[src/rtl/edge_detector_multi.sv]
// rtl/edge_detector_multi.sv - multi-channel synchronised, debounced edge detector with qualified events and sticky flags
//
// Purpose:
//    Each of CH independent channels takes a raw asynchronous input through a
//    SYNC_STAGES-deep synchroniser and a stable-count debounce filter. The
//    filter accepts a new level only after it has been seen for DEBOUNCE_CYC
//    consecutive cycles. Accepted edges give one-cycle p_edge/n_edge pulses.
//    A per-channel mode qualifies them into an event pulse and a sticky flag.
//
// Ports:
//    clk_i       clock, all state updates on posedge
//    reset_p_i   synchronous active-high reset
//    cp_i        raw asynchronous inputs, bit i = channel i
//    mode_i      edge mode per channel, bits [2i+1:2i]: 00 none, 01 rise, 10 fall, 11 both
//    clr_i       per-channel sticky clear, level-sensitive
//    level_o     debounced level
//    p_edge_o    one-cycle pulse on accepted 0->1
//    n_edge_o    one-cycle pulse on accepted 1->0
//    event_o     one-cycle pulse on accepted edge matching mode
//    sticky_o    latched event flag
module edge_detector_multi #(
   parameter int CH           = 4,
   parameter int SYNC_STAGES  = 2,
   parameter int DEBOUNCE_CYC = 4
) (
   input  logic              clk_i,
   input  logic              reset_p_i,
   input  logic [CH-1:0]     cp_i,
   input  logic [2*CH-1:0]   mode_i,
   input  logic [CH-1:0]     clr_i,
   output logic [CH-1:0]     level_o,
   output logic [CH-1:0]     p_edge_o,
   output logic [CH-1:0]     n_edge_o,
   output logic [CH-1:0]     event_o,
   output logic [CH-1:0]     sticky_o
);

   localparam int              CW       = $clog2(DEBOUNCE_CYC + 1);
   localparam logic [CW-1:0]   CNT_LAST = CW'(DEBOUNCE_CYC - 1);
   localparam logic [CW-1:0]   CNT_ONE  = CW'(1);

   logic [CH-1:0][SYNC_STAGES-1:0] sync_q, sync_d;
   logic [CH-1:0][CW-1:0]          cnt_q, cnt_d;
   logic [CH-1:0]                  level_q, level_d;
   logic [CH-1:0]                  p_edge_q, p_edge_d;
   logic [CH-1:0]                  n_edge_q, n_edge_d;
   logic [CH-1:0]                  event_q, event_d;
   logic [CH-1:0]                  sticky_q, sticky_d;

   logic [CH-1:0]                  s_out;
   logic [CH-1:0]                  p_acc;
   logic [CH-1:0]                  n_acc;
   logic [CH-1:0]                  ev_hit;

   always_comb begin
      sync_d   = sync_q;
      cnt_d    = cnt_q;
      level_d  = level_q;
      p_edge_d = '0;
      n_edge_d = '0;
      event_d  = '0;
      sticky_d = sticky_q;
      s_out    = '0;
      p_acc    = '0;
      n_acc    = '0;
      ev_hit   = '0;

      for (int i = 0; i < CH; i++) begin
         sync_d[i] = {sync_q[i][SYNC_STAGES-2:0], cp_i[i]};
         s_out[i]  = sync_q[i][SYNC_STAGES-1];

         // The counter tracks how many consecutive cycles the synchronised
         // value has disagreed with the accepted level; any agreement restarts it.
         if (s_out[i] == level_q[i]) begin
            cnt_d[i] = '0;
         end else if (cnt_q[i] == CNT_LAST) begin
            level_d[i] = s_out[i];
            cnt_d[i]   = '0;
            p_acc[i]   = s_out[i];
            n_acc[i]   = ~s_out[i];
         end else begin
            cnt_d[i] = cnt_q[i] + CNT_ONE;
         end

         // Mode only gates accepted edges, so changing it alone never fires.
         ev_hit[i]   = (p_acc[i] & mode_i[2*i]) | (n_acc[i] & mode_i[2*i+1]);
         p_edge_d[i] = p_acc[i];
         n_edge_d[i] = n_acc[i];
         event_d[i]  = ev_hit[i];
         // A new event takes priority over a simultaneous clear.
         sticky_d[i] = ev_hit[i] | (sticky_q[i] & ~clr_i[i]);
      end
   end

   always_ff @(posedge clk_i) begin
      if (reset_p_i) begin
         sync_q   <= '0;
         cnt_q    <= '0;
         level_q  <= '0;
         p_edge_q <= '0;
         n_edge_q <= '0;
         event_q  <= '0;
         sticky_q <= '0;
      end else begin
         sync_q   <= sync_d;
         cnt_q    <= cnt_d;
         level_q  <= level_d;
         p_edge_q <= p_edge_d;
         n_edge_q <= n_edge_d;
         event_q  <= event_d;
         sticky_q <= sticky_d;
      end
   end

   assign level_o  = level_q;
   assign p_edge_o = p_edge_q;
   assign n_edge_o = n_edge_q;
   assign event_o  = event_q;
   assign sticky_o = sticky_q;

endmodule

[config.mk]
export PLATFORM = sky130hd
export DESIGN_NAME = edge_detector_multi
export DESIGN_NICKNAME = d
export VERILOG_FILES = /design/src/rtl/edge_detector_multi.sv
export SDC_FILE = /design/constraint.sdc
export NUM_CORES = 1
export LEC_CHECK = 0
export ABC_AREA = 1
export BUFFER_PORTS_ARGS = -buffer_cell sky130_fd_sc_hd__buf_2
export CAP_MARGIN = 20
export CORE_MARGIN = 5
export CORE_UTILIZATION = 50
export DETAILED_ROUTE_END_ITERATION = 8
export GPL_ROUTABILITY_DRIVEN = 0
export HOLD_SLACK_MARGIN = 0.1
export PLACE_DENSITY = 0.76
export SETUP_SLACK_MARGIN = 0.5
export SYNTH_ARGS = -nofsm -noshare
export SYNTH_HDL_FRONTEND = slang
export SYNTH_SLANG_ARGS = --single-unit
[constraint.sdc]
create_clock -name clk_i -period 1.4 [get_ports clk_i]
set_input_delay 0 -clock clk_i [delete_from_list [all_inputs] [get_ports clk_i]]
set_output_delay 0 -clock clk_i [all_outputs]
set_load 0.01 [all_outputs]
==> results.md <==
- Max Clock Freq: about 910 MHz
- Fin. Hold Viols: 0
- # port buffers: 37
- Std-Cell Rows: 19
- WS Path Type: reg -> reg
- PD cells: 862 mW/mm^2
- LEAKAGE: slightly below 1 nW
- DR DRC count: 0
- Latest clock arrival within the worst-skew pair: 330 ps
- Sequential area share after synthesis: 0.551
- Area leader, netlist: dfxtp_1
- Fillers: 180
- Worst Path Max Fanout: 4
- Relative max-transition margin: 0.692
- CP arrival: between 1000 and 1500 ps
- Die W: between 60 and 70 um
- Fin nets: roughly 250
- Tightest Pin Transition: 462 ps
- Sequential cell area: between 800 and 900 sq um
- Required @ worst endpoint: approximately 1600 ps
- DR WL met2: 1.91 mm
- I/O pin count: 38
- Hold crit path type: in -> reg
- CTS Buf Count: 5
- Routed vias/inst: about 5
- Gr usage total: 0.158
- CTS sink count: 40
- Global-route wire length before repair: 5.13 mm
- Die height: about 64 um
- Pre-CTS worst setup slack: ~320 ps
- HPWL after DPL: approximately 2.0 mm
- Vias: between 1,000 and 1,500
- Clock Skew: between 4 and 5 ps
- RSZ-0062 raised after global routing: yes
- Core region area: 0.00278 sq mm
- TritonRoute pass-1 iters: 4
- Routed Antenna Nets: 0
- Maximum vdd drop: between 0.8 and 0.9 mV
- Count leader, synth: dfxtp_1
- Met1 Wirelength: between 1 and 1.5 mm
- Antenna violations before repair: 0
- EDFF count, synth: 0
- Max cap viols: 0
- Setup TNS: 0 ps
- Antenna cells: 0
- Most common flop cell mapped by yosys: dfxtp_1
- Dpl cell area: 0.00176 sq mm
- Worst setup SP type: register
- Final setup fails: 0
- Uppermost layer routed: met4
- Area of the multi-input gates: between 600 and 700 sq um
- Cell Area, Synth: 0.00145 sq mm
- Post-synth top cells: dfxtp_1 (40), inv_1 (28), nor2_1 (28)
- Max-slew violations: 0
- Final period util: 0.785
- Synth top area cells: dfxtp_1 (55%), inv_1 (7.2%), nor2_1 (7.2%)
- Yosys reg bits: 40
- Root Driver: clkbuf_4
- Mean post-synth cell area: 9.09 sq um
- Setup ws final: about 300 ps
- Post-Syn Nets: about 190
- Status: completed
- CTS Buffer Depth: 2
- Yosys top cell area share: 0.551
- Largest net degree at the start of global routing: 22
- Synth-to-layout area growth: 49.5%
- Fraction of registers with async set/reset: 0
- Cell variety after synth: 15
- Number of global-route vias before repair: about 1,200
- Final Instance Area: 0.00217 sq mm
- Die area: between 0.004 and 0.005 sq mm
- Final wirelength: 3.45 mm
- Met3 WL: around 210 um
- CTS tree: yes
- Worst-path clk slew: between 100 and 150 ps
- Avg WL per Cell: 13.3 um
- Mapped Cells: 160
- Ys Warns: 0
- H-tree levels: 2
- Layout cells sized above 1: 0.417
- Crit. End Element: register
- Initial Util: 0.523
- Initial DRC Count: 47
- Period minus WS final: approximately 1100 ps
- GRT Residual Overflow: 0
==> through the flow <==
step	cells	utilization	hold WS (ps)	total power [mW]
finish	259	0.781	87.9	1.87
global route	259	0.781	112	1.97
CTS	252	0.739	70.7	1.88
detailed placement	225	0.634	206	1.26
global placement	225	0.634	200	1.26
floorplan	160	-	107	1.23
==> critical path, stage by stage, from the launching register on <==
cell,delay [ps]
dfxtp_2,350
ha_4,170
ha_4,170
inv_4,80
nor2_4,50
nand3_2,110
nand3_2,70
==> state kept, by name, summed over array words and instances (netlist names) <==
name / count
cnt_q: 12
event_o: 4
level_o: 4
n_edge_o: 4
p_edge_o: 4
s_out: 4
sticky_o: 4
sync_d: 4
==> worst paths after layout <==
kind | from | to | slack (ps) | depth (start not counted)
hold reg to reg | sync_d[3]$_SDFF_PP0_ | s_out[1]$_SDFF_PP0_ | 420 | 2
setup reg to reg | cnt_q[3]$_SDFF_PP0_ | sticky_o[1]$_SDFF_PP0_ | 300 | 6
setup / recovery | cnt_q[3]$_SDFF_PP0_ | sticky_o[1]$_SDFF_PP0_ | 300 | 6
hold / removal | reset_p_i | s_out[3]$_SDFF_PP0_ | 90 | 2
==> area by class of cell <==
type / instances / share of cell area
Multi-Input combinational cell: 88 / 0.320
Sequential cell: 40 / 0.380
Clock buffer: 8 / 0.0271
Timing Repair Buffer: 63 / 0.200
Tap cell: 31 / 0.0178
Inverter: 29 / 0.0558
==> layer usage <==
layer | up-vias | GRT usage
met5 | - | 0
met4 | 0 | 0.0545
met3 | 6 | 0.0648
met2 | 36 | 0.289
met1 | 608 | 0.160
li1 | 647 | -
==> where the power goes <==
group | switching (mW) | internal [mW]
clock | 0.343 | 0.248
combinational | 0.0589 | 0.0686
sequential | 0.0106 | 1.14
==> layout by cell type (no fill, tap or decap), types with 2 or more instances in the layout <==
cell type       n
a21oi_1         3
buf_2          36
buf_4           7
clkbuf_1        2
clkbuf_4        5
dfxtp_1        28
dfxtp_2         8
dfxtp_4         4
dlygate4sd3_1  19
ha_4            8
inv_1          24
inv_4           3
nand2_1        12
nand3_1         4
nand3_2         8
nand3b_1        4
nand4_1         2
nand4_4         2
nor2_1         26
nor2_2          4
nor2_4          2
nor4_1          6
o21ai_1         2
==> kinds of logic (layout without fill, tap and decap cells) <==
| logic type | Yosys count | after routing | synth area share |
|---|---|---|---|
| compound gates | 8 | 8 | 0.0275 |
| buf+inv | 32 | 100 | 0.0981 |
| flops | 40 | 40 | 0.551 |
| simple gates | 72 | 72 | 0.255 |
| fa+ha+maj | 8 | 8 | 0.0688 |
==> what timing repair did <==
action	4_1_cts	5_1_grt
gates cloned	0	0
endpoints found under the setup margin	36	36
pin swaps	16	7
buffers inserted	3	4
hold buffers	16	3
hold endpoints to repair	16	3
resized for setup	13	15
Note: power is estimated with default switching activity, not from simulation.
